$ cat config.mk
export PLATFORM = sky130hd
export DESIGN_NAME = adder_carry_select_pipe
export DESIGN_NICKNAME = d
export VERILOG_FILES = /design/src/rtl/adder_carry_select_pipe.sv
export SDC_FILE = /design/constraint.sdc
export NUM_CORES = 1
export LEC_CHECK = 0
export ABC_AREA = 1
export CAP_MARGIN = 20
export CORE_ASPECT_RATIO = 0.6
export CORE_MARGIN = 2
export CORE_UTILIZATION = 53
export DETAILED_ROUTE_END_ITERATION = 8
export GPL_ROUTABILITY_DRIVEN = 1
export GPL_TIMING_DRIVEN = 0
export PLACE_DENSITY_LB_ADDON = 0.25
export SKIP_LAST_GASP = 1
export SYNTH_ARGS = -nofsm -noshare
export SYNTH_HDL_FRONTEND = slang
export SYNTH_SLANG_ARGS = --single-unit
$ cat constraint.sdc
create_clock -name clk -period 4.3 [get_ports clk]
set_input_delay 0.645 -clock clk [delete_from_list [all_inputs] [get_ports clk]]
set_output_delay 0.645 -clock clk [all_outputs]
set_load 0.02 [all_outputs]
$ cat src/rtl/adder_carry_select_pipe.sv
// rtl/adder_carry_select_pipe.sv - two-stage pipelined carry-select adder/subtractor with val/rdy handshakes
module adder_carry_select_pipe #(
    parameter int p_nbits = 32,
    parameter int p_blk   = 4
) (
    input  logic               clk,
    input  logic               rst,
    input  logic               in_val,
    output logic               in_rdy,
    input  logic [p_nbits-1:0] in0,
    input  logic [p_nbits-1:0] in1,
    input  logic               cin,
    input  logic               sub,
    output logic               out_val,
    input  logic               out_rdy,
    output logic [p_nbits-1:0] sum,
    output logic               cout,
    output logic               ovf
);

    localparam int NB = p_nbits / p_blk;
    localparam int HB = NB / 2;
    localparam int HW = HB * p_blk;
    localparam logic [p_blk:0] ONE = (p_blk + 1)'(1);

    if (p_nbits % (2 * p_blk) != 0) begin : g_bad_width
        $error("p_nbits must be a multiple of 2*p_blk");
    end

    // operand preparation and stage-1 block results
    logic [p_nbits-1:0] b_w;
    logic               c0_w;
    logic [p_blk:0]     t0_w, t1_w;
    logic               c1_w;
    logic [HW-1:0]      lo_sum_w, hi_sum0_w, hi_sum1_w;
    logic [HB-1:0]      hi_co0_w, hi_co1_w;
    logic               mid_c_w, cmsb0_w, cmsb1_w;

    // stage-1 registers
    logic               s1_val_q, s1_val_d;
    logic [HW-1:0]      s1_lo_sum_q, s1_lo_sum_d;
    logic [HW-1:0]      s1_hi_sum0_q, s1_hi_sum0_d, s1_hi_sum1_q, s1_hi_sum1_d;
    logic [HB-1:0]      s1_hi_co0_q, s1_hi_co0_d, s1_hi_co1_q, s1_hi_co1_d;
    logic               s1_mid_c_q, s1_mid_c_d;
    logic               s1_cmsb0_q, s1_cmsb0_d, s1_cmsb1_q, s1_cmsb1_d;

    // stage-2 resolution and output registers
    logic               c2_w, ctop_w;
    logic [HW-1:0]      hi_sum_w;
    logic               cout_w, ovf_w;
    logic               out_val_q, out_val_d;
    logic [p_nbits-1:0] sum_q, sum_d;
    logic               cout_q, cout_d, ovf_q, ovf_d;

    logic               s2_adv, accept;

    // both carry variants per block; lower half resolved from c0, upper half kept raw
    always_comb begin
        b_w       = sub ? ~in1 : in1;
        c0_w      = sub ? 1'b1 : cin;
        c1_w      = c0_w;
        t0_w      = '0;
        t1_w      = '0;
        lo_sum_w  = '0;
        hi_sum0_w = '0;
        hi_sum1_w = '0;
        hi_co0_w  = '0;
        hi_co1_w  = '0;
        for (int i = 0; i < NB; i++) begin
            t0_w = {1'b0, in0[i*p_blk +: p_blk]} + {1'b0, b_w[i*p_blk +: p_blk]};
            t1_w = {1'b0, in0[i*p_blk +: p_blk]} + {1'b0, b_w[i*p_blk +: p_blk]} + ONE;
            if (i < HB) begin
                lo_sum_w[i*p_blk +: p_blk] = c1_w ? t1_w[p_blk-1:0] : t0_w[p_blk-1:0];
                c1_w = c1_w ? t1_w[p_blk] : t0_w[p_blk];
            end else begin
                hi_sum0_w[(i-HB)*p_blk +: p_blk] = t0_w[p_blk-1:0];
                hi_sum1_w[(i-HB)*p_blk +: p_blk] = t1_w[p_blk-1:0];
                hi_co0_w[i-HB] = t0_w[p_blk];
                hi_co1_w[i-HB] = t1_w[p_blk];
            end
        end
        mid_c_w = c1_w;
        // carry into the MSB recovered from the MSB sum bit of each top-block variant
        cmsb0_w = hi_sum0_w[HW-1] ^ in0[p_nbits-1] ^ b_w[p_nbits-1];
        cmsb1_w = hi_sum1_w[HW-1] ^ in0[p_nbits-1] ^ b_w[p_nbits-1];
    end

    // stage 2: resolve the upper select chain from the registered mid carry
    always_comb begin
        c2_w     = s1_mid_c_q;
        ctop_w   = s1_mid_c_q;
        hi_sum_w = '0;
        for (int j = 0; j < HB; j++) begin
            hi_sum_w[j*p_blk +: p_blk] = c2_w ? s1_hi_sum1_q[j*p_blk +: p_blk]
                                              : s1_hi_sum0_q[j*p_blk +: p_blk];
            ctop_w = c2_w;
            c2_w   = c2_w ? s1_hi_co1_q[j] : s1_hi_co0_q[j];
        end
        cout_w = c2_w;
        ovf_w  = (ctop_w ? s1_cmsb1_q : s1_cmsb0_q) ^ c2_w;
    end

    // handshake and next-state selection for both stages
    always_comb begin
        s2_adv       = !out_val_q || out_rdy;
        in_rdy       = !s1_val_q || s2_adv;
        accept       = in_val && in_rdy;

        s1_val_d     = in_rdy ? in_val : s1_val_q;
        s1_lo_sum_d  = accept ? lo_sum_w  : s1_lo_sum_q;
        s1_hi_sum0_d = accept ? hi_sum0_w : s1_hi_sum0_q;
        s1_hi_sum1_d = accept ? hi_sum1_w : s1_hi_sum1_q;
        s1_hi_co0_d  = accept ? hi_co0_w  : s1_hi_co0_q;
        s1_hi_co1_d  = accept ? hi_co1_w  : s1_hi_co1_q;
        s1_mid_c_d   = accept ? mid_c_w   : s1_mid_c_q;
        s1_cmsb0_d   = accept ? cmsb0_w   : s1_cmsb0_q;
        s1_cmsb1_d   = accept ? cmsb1_w   : s1_cmsb1_q;

        out_val_d    = s2_adv ? s1_val_q : out_val_q;
        sum_d        = sum_q;
        cout_d       = cout_q;
        ovf_d        = ovf_q;
        if (s2_adv && s1_val_q) begin
            sum_d  = {hi_sum_w, s1_lo_sum_q};
            cout_d = cout_w;
            ovf_d  = ovf_w;
        end
    end

    // pipeline registers; reset empties both stages and clears the outputs
    always_ff @(posedge clk) begin
        if (rst) begin
            s1_val_q     <= 1'b0;
            s1_lo_sum_q  <= '0;
            s1_hi_sum0_q <= '0;
            s1_hi_sum1_q <= '0;
            s1_hi_co0_q  <= '0;
            s1_hi_co1_q  <= '0;
            s1_mid_c_q   <= 1'b0;
            s1_cmsb0_q   <= 1'b0;
            s1_cmsb1_q   <= 1'b0;
            out_val_q    <= 1'b0;
            sum_q        <= '0;
            cout_q       <= 1'b0;
            ovf_q        <= 1'b0;
        end else begin
            s1_val_q     <= s1_val_d;
            s1_lo_sum_q  <= s1_lo_sum_d;
            s1_hi_sum0_q <= s1_hi_sum0_d;
            s1_hi_sum1_q <= s1_hi_sum1_d;
            s1_hi_co0_q  <= s1_hi_co0_d;
            s1_hi_co1_q  <= s1_hi_co1_d;
            s1_mid_c_q   <= s1_mid_c_d;
            s1_cmsb0_q   <= s1_cmsb0_d;
            s1_cmsb1_q   <= s1_cmsb1_d;
            out_val_q    <= out_val_d;
            sum_q        <= sum_d;
            cout_q       <= cout_d;
            ovf_q        <= ovf_d;
        end
    end

    assign out_val = out_val_q;
    assign sum     = sum_q;
    assign cout    = cout_q;
    assign ovf     = ovf_q;

endmodule
==> results list, run 1 <==
- Prevailing post-synth register cell: sky130_fd_sc_hd__dfxtp_1
- For this design the top-level I/O count stands at 106.
- For the worst-skew pair, the clock arrives at the later sink with an insertion delay of 0.35 ns.
- Among the stages of the critical path, the cell type that occurs most often is sky130_fd_sc_hd__nand2_1.
- Endpoint of the worst hold-timing path: sum[10]
* Post-route clock period utilization: 0.843
- The area growth from synthesis to layout is 26.3%.
- H-tree level count: 3
- The tree is rooted in a sky130_fd_sc_hd__clkbuf_16.
- Core Region: 10,500 um^2
- RR Endpoint: s1_lo_sum_q[13]
- Area share of and/or/nand/nor cells after synthesis: 0.181
- Share of synthesized area occupied by flip-flops and latches: 0.333
- The complex-gate fraction of the synthesized area was 0.161.
- Counting the buffers created by CTS gives 9.
* Routed wire per std cell: 16.1 um
- After synthesis, the largest family of logic cells by area is simple AND/OR/NAND/NOR gates.
* Register-to-register setup slack: 2.23 ns
- In the global route stage, overall resource usage came out at 0.290.
- The die covers 11,600 um^2.
- Via density: 5.44
* Remaining max-slew budget at the tightest pin: 0.355
* R2r worst-path depth: 6
* Max-capacitance violation count: 0
- Transition time at the pin with the least slew margin: 0.968 ns
* Number of placed cells counting well taps: 1,004
- The worst register-to-register path begins at out_val.
- Total wire length after detailed routing: 16,400 um
- Residual DRC: 0
- TritonCTS clock tree: done
* Flip-flop and latch count after synthesis: 95
* Required time worst endpoint: 4.57 ns
- Number of distinct library cells after synthesis: 34
* LEAKAGE: 3.31 nW
- Unrepaired setup endpoints after global routing: false
- For this configuration, the core starts out at a cell density of 0.542.
- Result of the run: finished clean
- The worst setup path is captured at a register.
* Startpoint-to-endpoint class of the critical path: input pin to register
- Maximum count of clock buffers along a single path: 2
- Count of nets after finishing: 994
- The number of gates resized after CTS was 0.
* Number of enable flip-flop cells after synthesis: 0
- Post-CTS Hold Fix Bufs: 0
* Top post-synthesis cells by count: sky130_fd_sc_hd__inv_1 (116), sky130_fd_sc_hd__nand2_1 (98), sky130_fd_sc_hd__dfxtp_1 (95)
* Number of nets with antenna violations after routing: 0
* Via count of the first global-routing pass: 5,343
* Startpoint kind of the worst setup timing path: input pin
- OpenSTA, run right after detailed placement, puts the worst setup slack at 0.348 ns.
* Crit path cell chain: buf_4 > clkbuf_1 > xor2_1 > ha_1 > inv_1 > fa_1 > inv_1 > ha_1 > inv_1 > nor2_1 > nand3_1 > nand2_1 > nand2_1 > nand2_4 > nand3_2 > nand2_2 > nand2_1 > nand2_1 > nand2_1 > a21oi_1
- The congestion estimate from routability-driven global placement came to 0.860.
- The min-delay analysis places its worst path in the category register to register.
- Minimum clock period after layout: 3.62 ns
* Share of synthesized registers carrying an async set or reset: 0
* Final sum of negative setup slack: 0 ns
* Share of the synthesized area in the top cell type: 0.333
- Counting the fill cells in the layout gives 871.
- # Post-CTS Setup Buffers: 0
* Yosys warns: 0
- Of all nets on the critical path, the largest fanout is 10.
* Syn Area/Cell: 7.50 um^2
- Synthesis produced a netlist with a net count of 879.
- Layout Skew: 0.00776 ns
- Antenna cell count: 0
- The first global-routing pass estimated 26,100 um of wire.
- Number of design-rule violations left by the first detailed-router iteration: 487
- Overflow after GRT: 0
- The die is 138 um wide.
- Largest net degree at the start of global routing: 17
- Total power draw: 2.76 mW
- Most frequently used cell type in the post-synthesis netlist: sky130_fd_sc_hd__inv_1
- Registers take 1900 um^2.
- Top cell type by total area after synthesis: sky130_fd_sc_hd__dfxtp_1
- The largest single stage delay on the critical path is 0.69 ns.
- Netlist area before placement: 5700 um^2
- Clock tree synthesis found a total of 95 sinks.
- Total half-perimeter wirelength after legalization and detailed placement: 12,600 um
- Before antenna repair, the detailed router went through 8 iterations.
* DIE HEIGHT: 84.4 um
- The routed layout has 5,549 vias.
* Number of endpoints failing setup at the final stage: 0
- The initial antenna violation count came to 0.
- Post-synthesis instance total: 761
- Derived from the worst setup path, the maximum achievable clock frequency is 276 MHz.
- After clock tree synthesis, the clock-pin slew on the worst setup and hold paths is 0.07 ns.
- XOR/XNOR share of the synthesized area: 0.106
- Total count of max-transition violations in the final report: 0
- Setup slack after layout: 0.675 ns
* Cell types with the largest area share after synthesis: sky130_fd_sc_hd__dfxtp_1 (33%), sky130_fd_sc_hd__ha_1 (8.8%), sky130_fd_sc_hd__xor2_1 (8.3%), sky130_fd_sc_hd__inv_1 (7.6%), sky130_fd_sc_hd__nand2_1 (6.4%)
- Across the VDD grid, the largest voltage drop is 0.258 mV.
* Port-buffer cells: 104
- Area occupied by multi-input gates: 3210 um^2
* Site Rows: 29
- Portion of netlist area occupied by mux cells: 0
- Of the total synthesized cell area, the portion taken by full adders, half adders and majority gates is 0.116.
- The startpoint identified for the worst hold timing path is s1_lo_sum_q[10].
- The worst hold path passes through 2 cells.
- For this run, the number of standard cells in the final layout without fillers is 1,020.
* Power per standard cell area: 384 nW/um^2
- Of the cells placed in the final design, the portion with a size suffix greater than 1 is 0.0488.
- Data on the critical path arrives at its endpoint at 3.90 ns.
- The number of hold-slack violations in the final timing report was 0.
* Critical-path cell with the highest stage delay: sky130_fd_sc_hd__clkbuf_1
## logic make-up (layout without fill, tap and decap cells)
| group | count (synthesis) | in the layout |
|---|---|---|
| AND/OR/NAND/NOR | 230 | 230 |
| AO/OA/AOI/OAI | 166 | 166 |
| buffers and inverters | 153 | 273 |
| flip-flops | 95 | 95 |
| XOR/XNOR | 69 | 69 |
| adder cells (fa/ha/maj) | 48 | 48 |
## per-layer routing
| metal | GRT usage | share of wire | vias to the layer above |
|---|---|---|---|
| li1 | - | - | 2688 |
| met1 | 0.400 | 0.45 | 2573 |
| met2 | 0.464 | 0.44 | 258 |
| met3 | 0.0562 | 0.090 | 30 |
| met4 | 0.0816 | 0.018 | 0 |
| met5 | 0 | 0 | - |
## cell usage in the layout, fill, tap and decap left out, drive strengths merged
cell,count
nand2,109
clkinv,5
o21ai,69
inv,120
nand3,48
and2,1
a31oi,3
a211oi,3
nand3b,1
nand4,1
xnor2,15
xor2,54
o221ai,1
clkinvlp,1
o211ai,17
a21o,1
nor2,62
o21a,1
nor3,8
clkbuf,39
buf,4
fa,8
dfxtp,95
a21oi,69
ha,40
clkdlybuf4s50,104
o21bai,2
## registers in the layout, summed over array words and instances, names as in the netlist, 4 cells and up
name	cells
s1_hi_co1_q	4
s1_hi_sum1_q	16
sum	32
s1_hi_sum0_q	16
s1_lo_sum_q	16
s1_hi_co0_q	4
## cell type report
| cell class | instances | share of cell area |
|---|---|---|
| Buffer | 33 | 0.0191 |
| Tap cell | 139 | 0.0241 |
| Clock inverter | 6 | 0.00608 |
| Timing Repair Buffer | 104 | 0.145 |
| Inverter | 120 | 0.0625 |
| Clock buffer | 10 | 0.0332 |
| Sequential cell | 95 | 0.264 |
| Multi-Input combinational cell | 513 | 0.446 |
## metrics by stage
step / hold slack (ns) / utilization / instance area (um^2)
3_3_place_gp: 0.440 / 0.658 / 6920
2_1_floorplan: 0.430 / - / 5700
6_report: 0.450 / 0.684 / 7200
3_5_place_dp: 0.451 / 0.658 / 6920
4_1_cts: 0.457 / 0.684 / 7200
5_1_grt: 0.479 / 0.684 / 7200
## worst max path at each step
| stage | startpoint | endpoint | slack [ns] | depth (start not counted) |
|---|---|---|---|---|
| floorplan | sub | s1_lo_sum_q[15] | 1.06 | 20 |
| global placement | sub | s1_lo_sum_q[15] | 0.44 | 20 |
| detailed placement | sub | s1_lo_sum_q[15] | 0.35 | 20 |
| CTS | sub | s1_lo_sum_q[15] | 0.70 | 20 |
| global route | sub | s1_lo_sum_q[15] | 0.45 | 20 |
| finish | sub | s1_lo_sum_q[15] | 0.68 | 20 |
## critical path: cells and delay by family
family / cells / cell delay [ns]
simple gates: 10 / 1.03
compound gates: 1 / 0.14
fa+ha+maj: 3 / 0.84
buf+inv: 5 / 1.02
xor+xnor: 1 / 0.22
## report_power, final
part	internal (mW)	switching [mW]	total (mW)
registers	0.978	0.0539	1.03
clock network	0.410	0.352	0.761
logic	0.388	0.581	0.969
Note: power is estimated with default switching activity, not from simulation.
==> run 2, diff against run 1 <==
- clock period: 4.3 -> 3.35 ns (I/O delays scaled with it)
==> run 2 against run 1 <==
Die area is the same. Setup slack worse by 0.50 ns. Power increased by 28%. First-iteration DRC count rose by 11%. Global-route usage did not move. Combinational power is 28% higher. Flip-flop and latch count did not move. Register-to-register slack got worse by 0.96 ns.
==> results list, run 2 (same netlist as run 1, synthesis figures left out) <==
- Required time worst endpoint: 3.63 ns
* RR Endpoint: s1_lo_sum_q[13]
- Chip width: 138 um
- After clock tree synthesis, the clock-pin slew on the worst setup and hold paths is 0.07 ns.
* Largest net degree at the start of global routing: 17
* Area occupied by multi-input gates: 3210 um^2
- After the last flow step, the layout net total stands at 994.
* Number of endpoints failing setup at the final stage: 0
* Count of clock tree sinks: 95
* Ratio of cells with drive above 1 in the final layout: 0.0511
- Total half-perimeter wirelength after legalization and detailed placement: 12,600 um
* Effective utilization at floorplan: 0.542
- The flow ran to the end, and the final reports show no timing, DRC or antenna violations.
- The number of global-route vias before repair came to 5,343.
* Met1 track demand over resource: 0.400
* Initial antenna violation count: 0
- Setup slack on the worst reg-to-reg path comes out at 1.27 ns.
- The worst-case IR drop observed on VDD is 0.329 mV.
* Routed wire per std cell: 16.0 um
- In this run the standard cell core region covers 10,500 um^2.
- Maximum operating frequency: 315 MHz
- Summing all placed instances gives a cell area of 6920 um^2.
- Met3 capacity usage during global routing: 0.0562
- # Post-CTS Setup Buffers: 0
- Measured against its own limit, the worst slew margin works out to 0.551.
* Total wire length after detailed routing: 16,400 um
* Number of placed cells counting well taps: 1,004
- CP endpoint kind: register
* RePlAce Congestion: 0.860
- The path class of the tightest hold or removal check is register to register.
- For the pin with the worst max-slew slack, the measured transition is 0.673 ns.
* Total global routing track utilization: 0.290
- Counting along the longest clock path gives a buffer depth of 2.
* Overflow after GRT: 0
- The worst hold path was traced through 2 stages.
* H-tree level count: 3
- The number of cells on the worst reg-to-reg path is 6.
* Commonest non-fill, non-tap cell in the layout: sky130_fd_sc_hd__inv_1
- Layout Skew: 0.00815 ns
* Source-to-sink clock delay at the later pin of the worst-skew pair: 0.35 ns
- The register with the most flip-flops in the layout has 32 of them.
* Launching instance or port of the critical path: in1[0]
- Across the run, the number of max-cap violations was 0.
- After floorplanning, the core was divided into 29 placement rows.
- Registers take 1900 um^2.
- From bottom edge to top edge, the die measures 84.4 um.
- The filler cells instantiated in the layout total 871.
* I/O Pins: 106
- For this design the ratio of total power to cell area is 491 nW/um^2.
* Startpoint kind of the worst setup timing path: input pin
- Layout overhead on the synthesized area: 26.3%
- Arrival time of the worst setup path: 3.45 ns
- The first TritonRoute pass finished after 5 iterations.
- First-pass GRT wire length: 26,100 um
* Residual DRC: 0
* Final sum of negative setup slack: 0 ns
* Peak-usage layer in the global routing report: met2
* Num CTS Buffers: 9
- In this run the worst path has a maximum fanout of 6.
- Setup repair after global routing left no endpoint under its margin.
- TritonCTS built the clock tree.
- Minimum clock period after layout: 3.17 ns
- The critical path in this run is classified as input pin to register.
- Once detail routing completed, the nets flagged for antenna violations numbered 0.
* Final design area excluding fillers: 7210 um^2
* LEAKAGE: 3.32 nW
* Via density: 5.48
- The detailed router placed 5,586 vias in this run.
- Port-buffer cells: 104
- In the global route stage, met2 resource usage came out at 0.464.
- Total count of max-transition violations in the final report: 0
- In this run the critical register-to-register path is launched from out_val.
- Post-Layout Cell Count: 1,020
- The library cells used most frequently in the layout, excluding fill and tap cells, are sky130_fd_sc_hd__inv_1 (116), sky130_fd_sc_hd__clkdlybuf4s50_1 (104), sky130_fd_sc_hd__nand2_1 (98).
* Cell at the root of the clock tree: sky130_fd_sc_hd__clkbuf_16
- Hold violation total from the final report: 0
* Post-route clock period utilization: 0.948
- The first routing iteration left 540 violations.
- The most critical setup path has its endpoint at s1_lo_sum_q[15].
- The floorplan step defined a die boundary enclosing 11,600 um^2.
* Antenna cell count: 0
-- run 2: cell count changes in the layout (fill, tap and decap cells not counted) --
cell and delta:
sky130_fd_sc_hd__clkbuf_1 -2, sky130_fd_sc_hd__clkbuf_4 +1, sky130_fd_sc_hd__clkbuf_2 +1
-- run 2: timing repair --
action,in CTS,in global routing
resized for setup,2,2
setup endpoints to repair,4,1
hold buffers,0,0
-- run 2: how the worst min path moves through the flow --
stage               slack, ns            start       to
floorplan                0.43  s1_lo_sum_q[10]  sum[10]
global placement         0.44   s1_lo_sum_q[4]   sum[4]
detailed placement       0.45   s1_lo_sum_q[0]   sum[0]
CTS                      0.46   s1_lo_sum_q[0]   sum[0]
global route             0.48   s1_lo_sum_q[8]   sum[8]
finish                   0.45  s1_lo_sum_q[10]  sum[10]
-- run 2: worst max-delay path, cell delays in order --
cell                              delay [ns]
sky130_fd_sc_hd__clkdlybuf4s50_1        0.49
sky130_fd_sc_hd__xor2_1                 0.19
sky130_fd_sc_hd__ha_1                   0.22
sky130_fd_sc_hd__inv_1                  0.07
sky130_fd_sc_hd__fa_1                   0.43
sky130_fd_sc_hd__inv_1                  0.10
sky130_fd_sc_hd__ha_1                   0.20
sky130_fd_sc_hd__nand2_4                0.07
sky130_fd_sc_hd__nor2_4                 0.10
sky130_fd_sc_hd__nand3_2                0.09
sky130_fd_sc_hd__nand2_2                0.09
sky130_fd_sc_hd__nand3_2                0.16
sky130_fd_sc_hd__nand2_4                0.16
sky130_fd_sc_hd__nand2_4                0.08
sky130_fd_sc_hd__nand2_2                0.09
sky130_fd_sc_hd__nand2_1                0.07
sky130_fd_sc_hd__nand2_1                0.12
sky130_fd_sc_hd__nand2_1                0.07
sky130_fd_sc_hd__a21oi_1                0.14
-- run 2: routing by layer --
metal  share of wire  vias to the layer above  wire [um]
met5               0                        -          0
met4           0.019                        0        315
met3            0.10                       37       1640
met2            0.44                      299       7160
met1            0.44                     2562       7240
li1                -                     2688          -
-- run 2: cell type report --
cell class / count / share of cell area
sequential: 95 / 0.264
timing repair buffer: 104 / 0.144
clock buffer: 10 / 0.0332
buffer: 33 / 0.0198
clock inverter: 6 / 0.00608
multi-input combinational: 513 / 0.446
inverter: 120 / 0.0625
tap: 139 / 0.0241
-- run 2: metrics by stage --
stage                      util  hold WS, ns  total power [mW]  setup slack [ns]
after floorplan               -        0.430              2.16             0.249
after global placement    0.658        0.440              2.49            -0.367
after detailed placement  0.658        0.451              2.56            -0.459
after CTS                 0.685        0.457              3.52             0.128
after global routing      0.685        0.479              3.73          0.000309
final                     0.685        0.453              3.54             0.175
-- run 2: power breakdown --
group | switching, mW | total, mW | internal, mW
clock | 0.448 | 0.974 | 0.526
combinational | 0.746 | 1.24 | 0.498
sequential | 0.0690 | 1.32 | 1.25
==> run 3, diff against run 2 <==
- GPL_ROUTABILITY_DRIVEN: 1 -> 0
==> run 3 against run 2 <==
First-iteration DRC count decreased by 25%. Sequential share of layout area decreased by 0.10 points. Power increased by 2.2%. Hold slack improved by 0.0051 ns. Flip-flop and latch count unchanged. Register-to-register slack improved by 0.06 ns. Critical endpoint unchanged. Largest power group unchanged. Highest routed layer unchanged.
==> results list, run 3 (same netlist as run 1, synthesis figures left out) <==
- Number of nets with antenna violations after routing: 0
- The first routing iteration left 406 violations.
- For the pin with the worst max-slew slack, the measured transition is 0.671 ns.
* H-tree level count: 3
- Placed Instance Area: 6920 um^2
- Chip width: 138 um
* CTS clock-pin slew for the worst setup and hold paths: 0.07 ns
* Cell at the root of the clock tree: sky130_fd_sc_hd__clkbuf_16
- By startpoint and endpoint, the worst setup path is classified as input pin to register.
* Hold violation total from the final report: 0
- Count of nets after finishing: 994
* Biggest fanout along the worst timing path: 10
* Most frequent cells in the layout: sky130_fd_sc_hd__inv_1 (116), sky130_fd_sc_hd__clkdlybuf4s50_1 (104), sky130_fd_sc_hd__nand2_1 (98)
- Cell internal power was estimated by the tool at 2.37 mW.
- The count of final max-slew check failures was 0.
- Counting instances, the worst hold path has a depth of 2.
* Arrival time of the worst setup path: 3.36 ns
- The register with the most flip-flops in the layout has 32 of them.
- Initial antenna violation count: 0
- On the final layout, the worst clock skew is 0.00518 ns.
- Of the total power, combinational logic draws 0.342.
- Max-cap violations in this run came to 0.
- In the final timing run, aggregate negative setup slack is 0 ns.
- The routed design has 16,000 um of wire.
- The worst hold path begins at s1_lo_sum_q[7].
- R2r worst-path depth: 6
- The share of total power dissipated in sequential elements is 0.365.
- Measured against its own limit, the worst slew margin works out to 0.553.
- Residual DRC: 0
* DIE HEIGHT: 84.4 um
- LEAKAGE: 3.32 nW
* Maximum operating frequency: 325 MHz
- Setup WS pre-CTS: -0.434 ns
- WHS: 0.458 ns
- In this run the register-to-register setup slack is 1.33 ns.
- The first detailed-routing pass took 5 iterations.
- I/O Pins: 106
- Number of endpoints failing setup at the final stage: 0
- The tightest min-delay check is of the register to register type.
* Total global routing track utilization: 0.291
* Num CTS Buffers: 9
- After filler insertion, the fill cell instance count of the layout stands at 850.
* Commonest non-fill, non-tap cell in the layout: sky130_fd_sc_hd__inv_1
* Via count of the first global-routing pass: 5,426
- # Post-CTS Setup Buffers: 0
- Final core occ: 0.688
- Power spread over the standard cell area amounts to 501 nW/um^2.
- The wire-length estimate of the detail-placed layout is 12,400 um.
- The number of antenna diodes in the final layout is 0.
- Final design area excluding fillers: 7230 um^2
- The number of hold buffers added after CTS was 0.
- Dividing the final minimum period by the clock period gives 0.918.
- CP endpoint kind: register
* Source-to-sink clock delay at the later pin of the worst-skew pair: 0.35 ns
- Counting every sink on the clock net gives 95.
- Entering global routing, the biggest net connects 16 pins.
* Overflow after GRT: 0
- Clock network fraction of design power: 0.293
* Layout overhead on the synthesized area: 26.8%
- Startpoint kind of the worst setup timing path: input pin
- The floorplan step defined a die boundary enclosing 11,600 um^2.
- Routed wire per std cell: 15.7 um
* Port-buffer cells: 104
* Site Rows: 29
- Setup slack after layout: 0.274 ns
* Unrepaired setup endpoints after global routing: false
* RR Endpoint: s1_lo_sum_q[13]
- Effective utilization at floorplan: 0.542
- Sw frac: 0.345
- The first global-routing pass estimated 26,400 um of wire.
- Result of the run: finished clean
- Maximum count of clock buffers along a single path: 2
- Endpoint of the worst hold-timing path: sum[7]
* Net switching component of the power: 1.25 mW
- STA puts the critical path data required time at 3.63 ns.
- In the final layout, the share of cells above drive strength 1 is 0.0499.
* Via total after detailed routing: 5,521
- Worst supply voltage drop on vdd: 0.347 mV
* Via density: 5.41
- In this run the critical register-to-register path is launched from out_val.
- Core Region: 10,500 um^2
* TritonCTS clock tree: done
* Minimum clock period after layout: 3.08 ns
[run 3: changes by cell type in the layout (fill, tap and decap cells not counted), sizes merged]
cell | previous run | this run
inv | 120 | 119
clkinv | 5 | 2
bufinv | 0 | 1
clkbuf | 39 | 41
clkinvlp | 1 | 2
[run 3: stage by stage]
stage / power, mW / instances
2_1_floorplan: 2.16 / 761
3_3_place_gp: 2.49 / 1004
3_5_place_dp: 2.56 / 1004
4_1_cts: 3.61 / 1020
5_1_grt: 3.83 / 1020
6_report: 3.62 / 1020
[run 3: worst max path at each step]
stage / startpoint / end / depth (start not counted)
5_1_grt: sub / s1_lo_sum_q[15] / 20
4_1_cts: sub / s1_lo_sum_q[15] / 19
3_5_place_dp: sub / s1_lo_sum_q[15] / 20
3_3_place_gp: sub / s1_lo_sum_q[15] / 20
6_report: sub / s1_lo_sum_q[15] / 20
2_1_floorplan: sub / s1_lo_sum_q[15] / 20
[run 3: power groups by stage]
stage	sequential, mW	combinational, mW	clock [mW]
after floorplan	1.36	0.795	0
after global placement	1.34	1.15	0
after detailed placement	1.34	1.21	0
after CTS	1.32	1.22	1.07
after global routing	1.33	1.38	1.11
final	1.32	1.24	1.06
[run 3: what timing repair did]
action	CTS	global route
setup endpoints to repair	4	5
gates resized for setup	1	5
gates cloned	0	0
[run 3: critical path, stage by stage]
cell and delay [ns]:
sky130_fd_sc_hd__buf_4 0.15, sky130_fd_sc_hd__buf_2 0.38, sky130_fd_sc_hd__xor2_1 0.19, sky130_fd_sc_hd__ha_1 0.19, sky130_fd_sc_hd__inv_1 0.06, sky130_fd_sc_hd__fa_1 0.49
sky130_fd_sc_hd__inv_1 0.08, sky130_fd_sc_hd__ha_1 0.16, sky130_fd_sc_hd__inv_1 0.05, sky130_fd_sc_hd__nor2_1 0.13, sky130_fd_sc_hd__nand3_1 0.09, sky130_fd_sc_hd__nand2_1 0.06
sky130_fd_sc_hd__nand2_1 0.08, sky130_fd_sc_hd__nand2_4 0.11, sky130_fd_sc_hd__nand3_2 0.14, sky130_fd_sc_hd__nand2_2 0.14, sky130_fd_sc_hd__nand2_1 0.06, sky130_fd_sc_hd__nand2_1 0.12
sky130_fd_sc_hd__nand2_1 0.08, sky130_fd_sc_hd__a21oi_1 0.12
[run 3: layer usage]
metal  vias up  share of wire  track usage
li1       2689              -            -
met1      2539           0.45        0.388
met2       264           0.43        0.459
met3        29          0.096       0.0821
met4         0          0.022       0.0881
met5         -              0            0
[run 3: cell type report]
| class | instances | area [um^2] | share of cell area |
|---|---|---|---|
| Clock inverter | 4 | 53.8 | 0.00744 |
| Sequential cell | 95 | 1900 | 0.263 |
| Inverter | 120 | 450 | 0.0623 |
| Tap cell | 139 | 174 | 0.0240 |
| Clock buffer | 12 | 256 | 0.0355 |
| Buffer | 33 | 143 | 0.0197 |
| Multi-Input combinational cell | 513 | 3210 | 0.444 |
| Timing Repair Buffer | 104 | 1040 | 0.144 |
